===== config.mk =====
export PLATFORM = sky130hd
export DESIGN_NAME = counter_seq_ctrl
export DESIGN_NICKNAME = d
export VERILOG_FILES = /design/src/rtl/counter_seq_ctrl.sv
export SDC_FILE = /design/constraint.sdc
export NUM_CORES = 1
export LEC_CHECK = 0
export CAP_MARGIN = 5
export CORE_AREA = 5 5 44 46
export CTS_CLUSTER_DIAMETER = 40
export CTS_CLUSTER_SIZE = 8
export DETAILED_ROUTE_END_ITERATION = 6
export DIE_AREA = 0 0 49 51
export PLACE_DENSITY = 0.72
export REMOVE_ABC_BUFFERS = 1
export SLEW_MARGIN = 15
export SYNTH_ARGS = -nofsm -noshare
export SYNTH_HDL_FRONTEND = slang
export SYNTH_SLANG_ARGS = --single-unit

===== constraint.sdc =====
create_clock -name clk -period 2.05 [get_ports clk]
set_clock_uncertainty 0.05 [all_clocks]
set_input_delay 0.41 -clock clk [delete_from_list [all_inputs] [get_ports clk]]
set_output_delay 0.41 -clock clk [all_outputs]
set_load 0.02 [all_outputs]

===== src/rtl/counter_seq_ctrl.sv =====
// Command-driven sequencer around a WIDTH-bit up-counter: counts 0..limit,
// pulses tick at each terminal count, and runs one-shot or periodic.
module counter_seq_ctrl #(
  parameter int WIDTH = 4
) (
  input  logic             clk,
  input  logic             rst,
  input  logic             cmd_valid,
  output logic             cmd_ready,
  input  logic [WIDTH-1:0] cmd_limit,
  input  logic             cmd_periodic,
  input  logic             pause,
  input  logic             abort,
  output logic [WIDTH-1:0] count,
  output logic             busy,
  output logic             tick,
  output logic             done,
  output logic [1:0]       state_dbg
);

  // Handshake: a command transfers on a rising edge where cmd_valid and
  // cmd_ready are both high; the requester holds valid and data stable until then.
  typedef enum logic [1:0] {
    IDLE = 2'd0,
    RUN  = 2'd1,
    DONE = 2'd2
  } state_t;

  state_t           state, state_nx;
  logic [WIDTH-1:0] count_nx;
  logic             tick_nx;
  logic [WIDTH-1:0] lim, lim_nx;
  logic             per, per_nx;

  always_ff @(posedge clk or negedge rst) begin
    if (!rst) begin
      state <= IDLE;
      count <= '0;
      tick  <= 1'b0;
      lim   <= '0;
      per   <= 1'b0;
    end else begin
      state <= state_nx;
      count <= count_nx;
      tick  <= tick_nx;
      lim   <= lim_nx;
      per   <= per_nx;
    end
  end

  always_comb begin
    state_nx = state;
    count_nx = count;
    tick_nx  = 1'b0;
    lim_nx   = lim;
    per_nx   = per;
    case (state)
      IDLE: begin
        if (cmd_valid) begin
          lim_nx   = cmd_limit;
          per_nx   = cmd_periodic;
          count_nx = '0;
          state_nx = RUN;
        end
      end
      RUN: begin
        // abort beats both pause and the terminal count
        if (abort) begin
          count_nx = '0;
          state_nx = IDLE;
        end else if (pause) begin
          count_nx = count;
        end else if (count == lim) begin
          count_nx = '0;
          tick_nx  = 1'b1;
          state_nx = per ? RUN : DONE;
        end else begin
          count_nx = count + 1'b1;
        end
      end
      DONE: begin
        count_nx = '0;
        state_nx = IDLE;
      end
      default: begin
        count_nx = '0;
        state_nx = IDLE;
      end
    endcase
  end

  // done is decoded from DONE so it lasts exactly the one cycle spent there
  assign cmd_ready = (state == IDLE);
  assign busy      = (state != IDLE);
  assign done      = (state == DONE);
  assign state_dbg = state;

endmodule


Word level (Yosys, flattened, before mapping)
Index checks and enable logic that the tools add are counted.
Word-level totals
  output and inout bits: 10
  register bits: 12
Cells by class
  $add $sub $neg: 1
  multiplexer cells: 15
  reductions and logical operators: 5
  eq/ne operators: 6
Operators with widths (count)
  $mux 4: 4
  $mux 2: 5
  $pmux 4 s2: 1
  $ne 3x3->1 const B: 2
  $add 4x1->4 const B: 1
  $eq 4x4->1: 1
  $mux 1: 4
  $pmux 2 s2: 1
  $reduce_and 2->1: 2
  $reduce_and 3->1: 1
  $eq 2x1->1 const B: 1
  $eq 2x2->1 const B: 1
  $logic_not 2->1: 1
  $ne 2x2->1 const B: 1
  $reduce_bool 2->1: 1

Logic depth before layout (Yosys ltp)
Gate-level depths: netlist of run 1.
  depth in word-level cells: 5
  gate-level depth with buffers: 4
  mapped depth without buffers: 4

Least setup slack after synthesis of run 1
OpenSTA, ideal clock, no wires.
  kind: reg2reg
  from: reg state[1], in the netlist state_dbg[1]
  to: reg lim[0]
  path buffers: 1
  setup time: 0.125 ns
  required time: 1.875 ns
  arrival: 1.503 ns
  path slack: 0.373 ns
  stages on the path, launching flop included: 5
  cell sequence: dfrtp_1 nor2_1 and2_2 buf_6 mux2_2
On the way
  word-level cells in the longest chain between the ends: 2
Ends and longest elaborated chain
  start: declaration: RTL line 29  | state_t state, state_nx;
  start signal: assignment: RTL line 43  | state <= state_nx;
  $logic_not 2->1
  net cmd_ready: RTL line 9  | output logic cmd_ready,
  $reduce_and 2->1 (no line)
  end signal: assignment: RTL line 46  | lim <= lim_nx;
  end: declaration: RTL line 32  | logic [WIDTH-1:0] lim, lim_nx;
The timed path passes the listed nets, and every way through them passes these cells.
A chain may end at the register's enable or synchronous reset.

Worst setup path in the final report of run 1
  from: reg state[0], in the netlist state_dbg[0]
  to: out done
On the way
  word-level cells in the longest chain between the ends: 1
Ends and longest elaborated chain
  $eq 2x2->1: RTL line 95  | assign done = (state == DONE);
  end: declaration: RTL line 17  | output logic done,
No other way between the ends.

==> qor.log, run 1 <==
[run_status] result of the run completed
[synth] proportion of synthesized flip-flops having asynchronous set or reset 1.000
[route] number of routed nets with antenna violations 0
[global_routing] number of global-route vias before repair 404
[placed_design] port bufs 19
[route] DRC violation total after the first TritonRoute iteration 8
[route] final routed DRC violation total 0
[power_and_ir_drop] Logic pwr share 0.321
[synth] post-synth top area share 0.4858
[floorplan] standard cell core area 0.001471 sq mm
[global_routing] GRT overflow 0
[floorplan] Initial Util 0.4201
[synth] flops & latches, synth 12
[placed_design] hpwl dp 903.3 um
[sta] worst slew pin tran 514.5 ps
[synth] cells after synthesis 50
[flow_run] number of max-cap violations 0
[power_and_ir_drop] proportion of power drawn by flip-flops and latches 0.425
[route] total number of vias 445
[setup_path] worst path required time 1590 ps
[synth] yosys synthesis warning count 0
[power_and_ir_drop] IR Drop Worst-Case VDD 0.5004 mV
[synth] synthesized cell area 618.1 sq um
[floorplan] floorplan die area 0.002499 sq mm
[setup_path] data arrival time of the critical path 1500 ps
[finish] synth-to-layout area growth 39.68%
[floorplan] Die Y-Extent 51 um
[sta] Setup TNS Final 0 ps
[setup_path] Max FO, Critical Path 5
[route] TritonRoute pass-1 iters 4
[finish] total area of multi-input combinational cells 295.3 sq um
[finish] fraction of final layout cells with drive strength greater than 1 0.2329
[synth] most area-consuming cells after synthesis dfrtp_1, mux2_2, xnor2_1
[sta] part of the cycle the worst path needs 0.9567
[synth] post-synth cell types 26
[cts] CTS tree done
[route] post-DR vias/cell 5.000
[floorplan] Chip Width 49 um
[power_and_ir_drop] P_leak 0.3618 nW
[synth] part of the Yosys area used for sequential elements 0.4858
[power_and_ir_drop] clock network fraction of total power 0.254
[power_and_ir_drop] switching part of the total power 0.2982
[finish] total inserted antenna cells 0
[sta] Rel. slew slack 0.6559
[finish] Register Area 300.3 sq um
[route] routed length per instance 12.63 um
[sta] unrepaired setup endpoints after global routing no
[route] wire length after detailed routing 1124 um
[sta] post-route minimum period 1961 ps
[cts] CTS-repair resized insts 0
[setup_path] Critical Path End Type output port
[synth] predominant post-synthesis flop cell dfrtp_1
[floorplan] placement row count 14
[cts] CTS Hold Bufs 0
[finish] Total Nets Final 85
[placed_design] Final Wtd Congestion 0.7437
[worst_hold_path] worst min-delay path class primary input to async pin
[floorplan] Boundary Pins 20
[sta] hold violation total from the final report 0
[global_routing] first-pass GRT wire length 1863 um
[power_and_ir_drop] Switching Power 0.2191 mW
[global_routing] number of antenna violations at the first check in global routing 0
[cts] Clk Tree Root Cell clkbuf_4
[global_routing] global-route total usage across every layer 0.09870
[cts] total clock sinks 12
[finish] # fillers 127
[placed_design] Place WS 308.4 ps
[global_routing] pin count of the biggest net entering global routing 13
[sta] count of final setup violators 0
[power_and_ir_drop] total power density per cell area 851.0 mW/mm^2
[power_and_ir_drop] overall power consumption 0.7347 mW
[cts] number of buffers inserted to repair setup after CTS 0
[cts] H-tree depth reported by CTS 1
[cts] clock-pin slew of the registers on the worst-case setup and hold paths 80 ps
[sta] fin. max-slew vios 0
[cts] number of buffers on the longest clock path 2
[setup_path] category of the critical setup timing path flop to output port
[setup_path] startpoint type of the worst setup path flop
[sta] maximum frequency from static timing analysis 0.5099 GHz
[power_and_ir_drop] cell internal power dissipation 0.5156 mW
[synth] synthesized area per cell 12.36 sq um
[cts] Num CTS Buffers 3
[finish] top library cells by usage in the layout, fill and taps aside clkdlybuf4s50_1, dfrtp_1, mux2_2, xnor2_1
[sta] PnR worst setup slack 88.80 ps
[finish] most common cell after layout, fill and taps aside clkdlybuf4s50_1
[synth] number of flops mapped to enable cells by yosys 0
[synth] top cell type by total area after synthesis dfrtp_1
[cts] insertion delay to the later sink of the worst-skew pair 280 ps
[finish] final core utilization 0.5867
-- final timing paths --
kind,slack [ps],from,endpoint,cells after the start
worst min-delay path,420,rst,tick,1
worst max-delay path,90,state_dbg[0],done,2
min in group clk,430,per,state_dbg[1],1
worst max register to register,620,count[0],state_dbg[0],4
worst min register to register,430,per,state_dbg[1],1
max in group asynchronous,1180,rst,lim[0],1
-- flip-flops by register name, indices dropped and copies added (netlist names) --
signal     flops
count          4
lim            4
per            1
state_dbg      2
tick           1
-- power by group through the flow --
| stage | registers, mW | logic [mW] | clock network (mW) |
|---|---|---|---|
| after global routing | 0.319 | 0.253 | 0.201 |
| after floorplan | 0.326 | 0.138 | 0 |
| after CTS | 0.313 | 0.240 | 0.193 |
| after global placement | 0.317 | 0.234 | 0 |
| after detailed placement | 0.318 | 0.239 | 0 |
| final | 0.312 | 0.236 | 0.187 |
-- logic make-up after synthesis --
group,after synthesis,share of synthesized area
and+or+nand+nor,16,0.2045
AOI/OAI and AO/OA,8,0.1053
DFF,12,0.4858
adders and majority gates,1,0.02024
muxes,5,0.09109
buffers and inverters,4,0.03643
xor gates and xnor gates,4,0.05667
-- cell usage after synthesis, drive strengths merged, types with 2 or more instances --
| master | instances |
|---|---|
| xnor2 | 4 |
| o21ai | 2 |
| nand2 | 3 |
| nand3 | 2 |
| o31ai | 2 |
| inv | 3 |
| dfrtp | 12 |
| mux2 | 5 |
| nor3b | 2 |
-- worst max-delay path, cell delays in order (launching register included) --
cell,delay [ps]
dfrtp_1,410
and2b_2,220
clkdlybuf4s50_1,600
-- stage by stage --
stage	instance area [sq um]	instances	hold slack [ps]
3_5_place_dp	824.5	85	418.5
2_1_floorplan	606.8	49	64.41
6_report	863.3	89	418.4
5_1_grt	863.3	89	459.9
3_3_place_gp	824.5	85	418.9
4_1_cts	860.8	89	426.2
-- metal layers --
layer | vias to the layer above | global-route usage | wire, um
met3 | 2 | 0.05523 | 94
met5 | - | 0 | 0
li1 | 225 | - | -
met2 | 14 | 0.1478 | 513
met4 | 0 | 0.04036 | 15
met1 | 204 | 0.1172 | 500
-- layout make-up --
class                      count  area share
clock buffer                   4     0.04203
inverter                       3     0.01304
multi-input combinational     34      0.3420
sequential                    12      0.3478
tap                           16     0.02319
timing repair buffer          20      0.2319
No activity file was read; power rests on OpenSTA's default activity.
==> run 2, diff against run 1 <==
Settings changed: GPL_ROUTABILITY_DRIVEN from default to 0, SLEW_MARGIN 15 to 10.
==> results of run 2 <==
The final DEF is identical to that of run 1; final timing and power are the same.
==> run 3, diff against run 2 <==
Settings changed: CAP_MARGIN 5 to default, CORE_AREA 5 5 44 46 to 5 5 48 50, DIE_AREA 0 0 49 51 to 0 0 53 55, PLACE_DENSITY 0.72 to 0.61.
==> run 3 against run 2 <==
Compared with the run above: register-to-register slack is essentially flat; sequential cell count stayed put; worst hold slack improved by 6.3 ps; clock power is essentially flat; combinational power hardly changed; sequential power barely moved; critical path depth unchanged; final cell count rose by 12%; global-route usage down 0.58 points; die area is 17% higher; design area grew 1.6%; clock-buffer cell count unchanged; critical endpoint unchanged; largest cell class unchanged; highest routed layer unchanged.
==> qor.log, run 3 (synthesis results as in run 1) <==
[run_status] result of the run completed [unchanged]
[floorplan] Chip Width 53 um [was 49 um]
[route] post-DR vias/cell 4.670 [was 5.000]
[route] DRC violation total after the first TritonRoute iteration 10 [was 8]
[global_routing] number of antenna violations at the first check in global routing 0 [unchanged]
[sta] hold violation total from the final report 0 [unchanged]
[setup_path] Critical Path End Type output port [unchanged]
[worst_hold_path] hold_sp per
[route] total number of vias 467 [was 445]
[floorplan] Die Y-Extent 55 um [was 51 um]
[setup_path] cell count of the worst reg-to-reg path 4 [unchanged]
[sta] unrepaired setup endpoints after global routing no [unchanged]
[route] met1 layer wirelength in the final routing 507 um [was 500 um]
[placed_design] port bufs 19 [unchanged]
[finish] most common cell after layout, fill and taps aside clkdlybuf4s50_1 [unchanged]
[power_and_ir_drop] P_leak 0.3618 nW [unchanged]
[cts] Num CTS Buffers 3 [unchanged]
[finish] synth-to-layout area growth 41.90% [was 39.68%]
[cts] CTS tree done [unchanged]
[sta] worst slew pin tran 542.8 ps [was 514.5 ps]
[sta] Setup TNS Final 0 ps [unchanged]
[worst_hold_path] worst-case hold path end point state_dbg[1]
[setup_path] master of the slowest instance on the critical path clkdlybuf4s50_1 [unchanged]
[setup_path] reg2reg end state_dbg[0] [unchanged]
[setup_path] Worst R2R Setup Slack 620 ps [about the same]
[floorplan] Boundary Pins 20 [unchanged]
[route] met2 routed WL 517 um [was 513 um]
[placed_design] hpwl dp 892.2 um [was 903.3 um]
[global_routing] GRT overflow 0 [unchanged]
[finish] top library cells by usage in the layout, fill and taps aside clkdlybuf4s50_1, dfrtp_1, mux2_2, xnor2_1 [unchanged]
[finish] fraction of final layout cells with drive strength greater than 1 0.2329 [unchanged]
[floorplan] placement row count 16 [was 14]
[setup_path] category of the critical setup timing path flop to output port [unchanged]
[setup_path] worst flop-to-flop path startpoint count[3] [was count[0]]
[sta] count of final setup violators 0 [unchanged]
[finish] total inserted antenna cells 0 [unchanged]
[route] wire length after detailed routing 1146 um [was 1124 um]
[finish] Total Nets Final 85 [unchanged]
[cts] insertion delay to the later sink of the worst-skew pair 270 ps [was 280 ps]
[power_and_ir_drop] total power density per cell area 837.2 mW/mm^2 [was 851.0 mW/mm^2]
[floorplan] floorplan die area 0.002915 sq mm [was 0.002499 sq mm]
[route] number of routed nets with antenna violations 0 [unchanged]
[global_routing] pin count of the biggest net entering global routing 13 [unchanged]
[finish] # fillers 186 [was 127]
[cts] Clk Tree Root Cell clkbuf_4 [unchanged]
[sta] maximum frequency from static timing analysis 0.5094 GHz [was 0.5099 GHz]
[power_and_ir_drop] overall power consumption 0.7343 mW [was 0.7347 mW]
[global_routing] number of global-route vias before repair 452 [was 404]
[worst_hold_path] worst min-delay path class flop to flop [was primary input to async pin]
[sta] part of the cycle the worst path needs 0.9576 [was 0.9567]
[sta] post-route minimum period 1963 ps [was 1961 ps]
[floorplan] Initial Util 0.3320 [was 0.4201]
[cts] clock-pin slew of the registers on the worst-case setup and hold paths 70 ps [was 80 ps]
[route] routed length per instance 11.46 um [was 12.63 um]
[setup_path] worst path required time 1590 ps [about the same]
[sta] Rel. slew slack 0.6370 [was 0.6559]
[floorplan] standard cell core area 0.001862 sq mm [was 0.001471 sq mm]
[route] highest metal layer with signal wires met4 [unchanged]
[power_and_ir_drop] IR Drop Worst-Case VDD 0.4124 mV [was 0.5004 mV]
[setup_path] max incr delay on CP 600 ps [about the same]
[sta] fin. max-slew vios 0 [unchanged]
[setup_path] startpoint type of the worst setup path flop [unchanged]
[finish] non-filler cells in the finished layout 100 [was 89]
[worst_hold_path] Hold Crit Depth 1
[route] met3 wire length 110 um [was 94 um]
[cts] total clock sinks 12 [unchanged]
[flow_run] number of max-cap violations 0 [unchanged]
[placed_design] number of instances in the placed design 96 [was 85]
[route] TritonRoute pass-1 iters 2 [was 4]
[finish] final core utilization 0.4711 [was 0.5867]
[sta] Fin Hold WS 424.8 ps [was 418.4 ps]
[global_routing] first-pass GRT wire length 1883 um [was 1863 um]
[route] final routed DRC violation total 0 [unchanged]
[global_routing] global-route total usage across every layer 0.09289 [was 0.09870]
[setup_path] crit path cell chain and2b_2 -> clkdlybuf4s50_1 [unchanged]
[setup_path] Max FO, Critical Path 5 [unchanged]
[cts] number of buffers on the longest clock path 2 [unchanged]
[cts] H-tree depth reported by CTS 1 [unchanged]
[setup_path] data arrival time of the critical path 1500 ps [about the same]
[run 3: cell counts in the layout (fill, tap and decap cells not counted)]
Identical to the previous run, type by type.
[run 3: critical path, delay by kind of cell, from the launching register on]
kind | cells | cell delay, ps
and+or+nand+nor | 1 | 220
DFF | 1 | 410
buffers and inverters | 1 | 600
[run 3: final cells by class]
cell class,instances,area (sq um),area share
Sequential cell,12,300.3,0.3424
Multi-Input combinational cell,34,295.3,0.3367
Timing Repair Buffer,20,200.2,0.2282
Clock buffer,4,36.28,0.04137
Tap cell,27,33.78,0.03852
Inverter,3,11.26,0.01284
[run 3: worst max-delay path by stage]
stage                  from        end  slack [ps]  cells past startpoint
2_1_floorplan  state_dbg[1]     lim[0]         410                      3
4_1_cts        state_dbg[1]  cmd_ready          60                      2
5_1_grt        state_dbg[1]       busy           7                      3
3_3_place_gp          abort   count[3]         310                      6
3_5_place_dp          abort   count[3]         320                      5
6_report       state_dbg[0]       done          90                      2
[run 3: through the flow]
stage	instance area, sq um	setup WS (ps)
2_1_floorplan	606.8	406.8
3_3_place_gp	838.3	310.5
3_5_place_dp	838.3	320.5
4_1_cts	874.6	59.75
5_1_grt	877.1	6.595
6_report	877.1	87.01
[run 3: where the power goes]
group | leakage [nW] | internal (mW) | switching (mW)
sequential | 0.153 | 0.277 | 0.0366
combinational | 0.187 | 0.131 | 0.104
clock | 0.0210 | 0.108 | 0.0781
[run 3: what timing repair did]
action | CTS | global route
setup buffers | 0 | 0
hold buffers | 0 | 0
gates resized for setup | 0 | 1
setup endpoints to repair | 0 | 1
[run 3: per-layer routing]
metal / GRT usage / vias up
li1: - / 225
met4: 0.03830 / 0
met5: 0 / -
met2: 0.1488 / 18
met3: 0.05094 / 2
met1: 0.1026 / 222
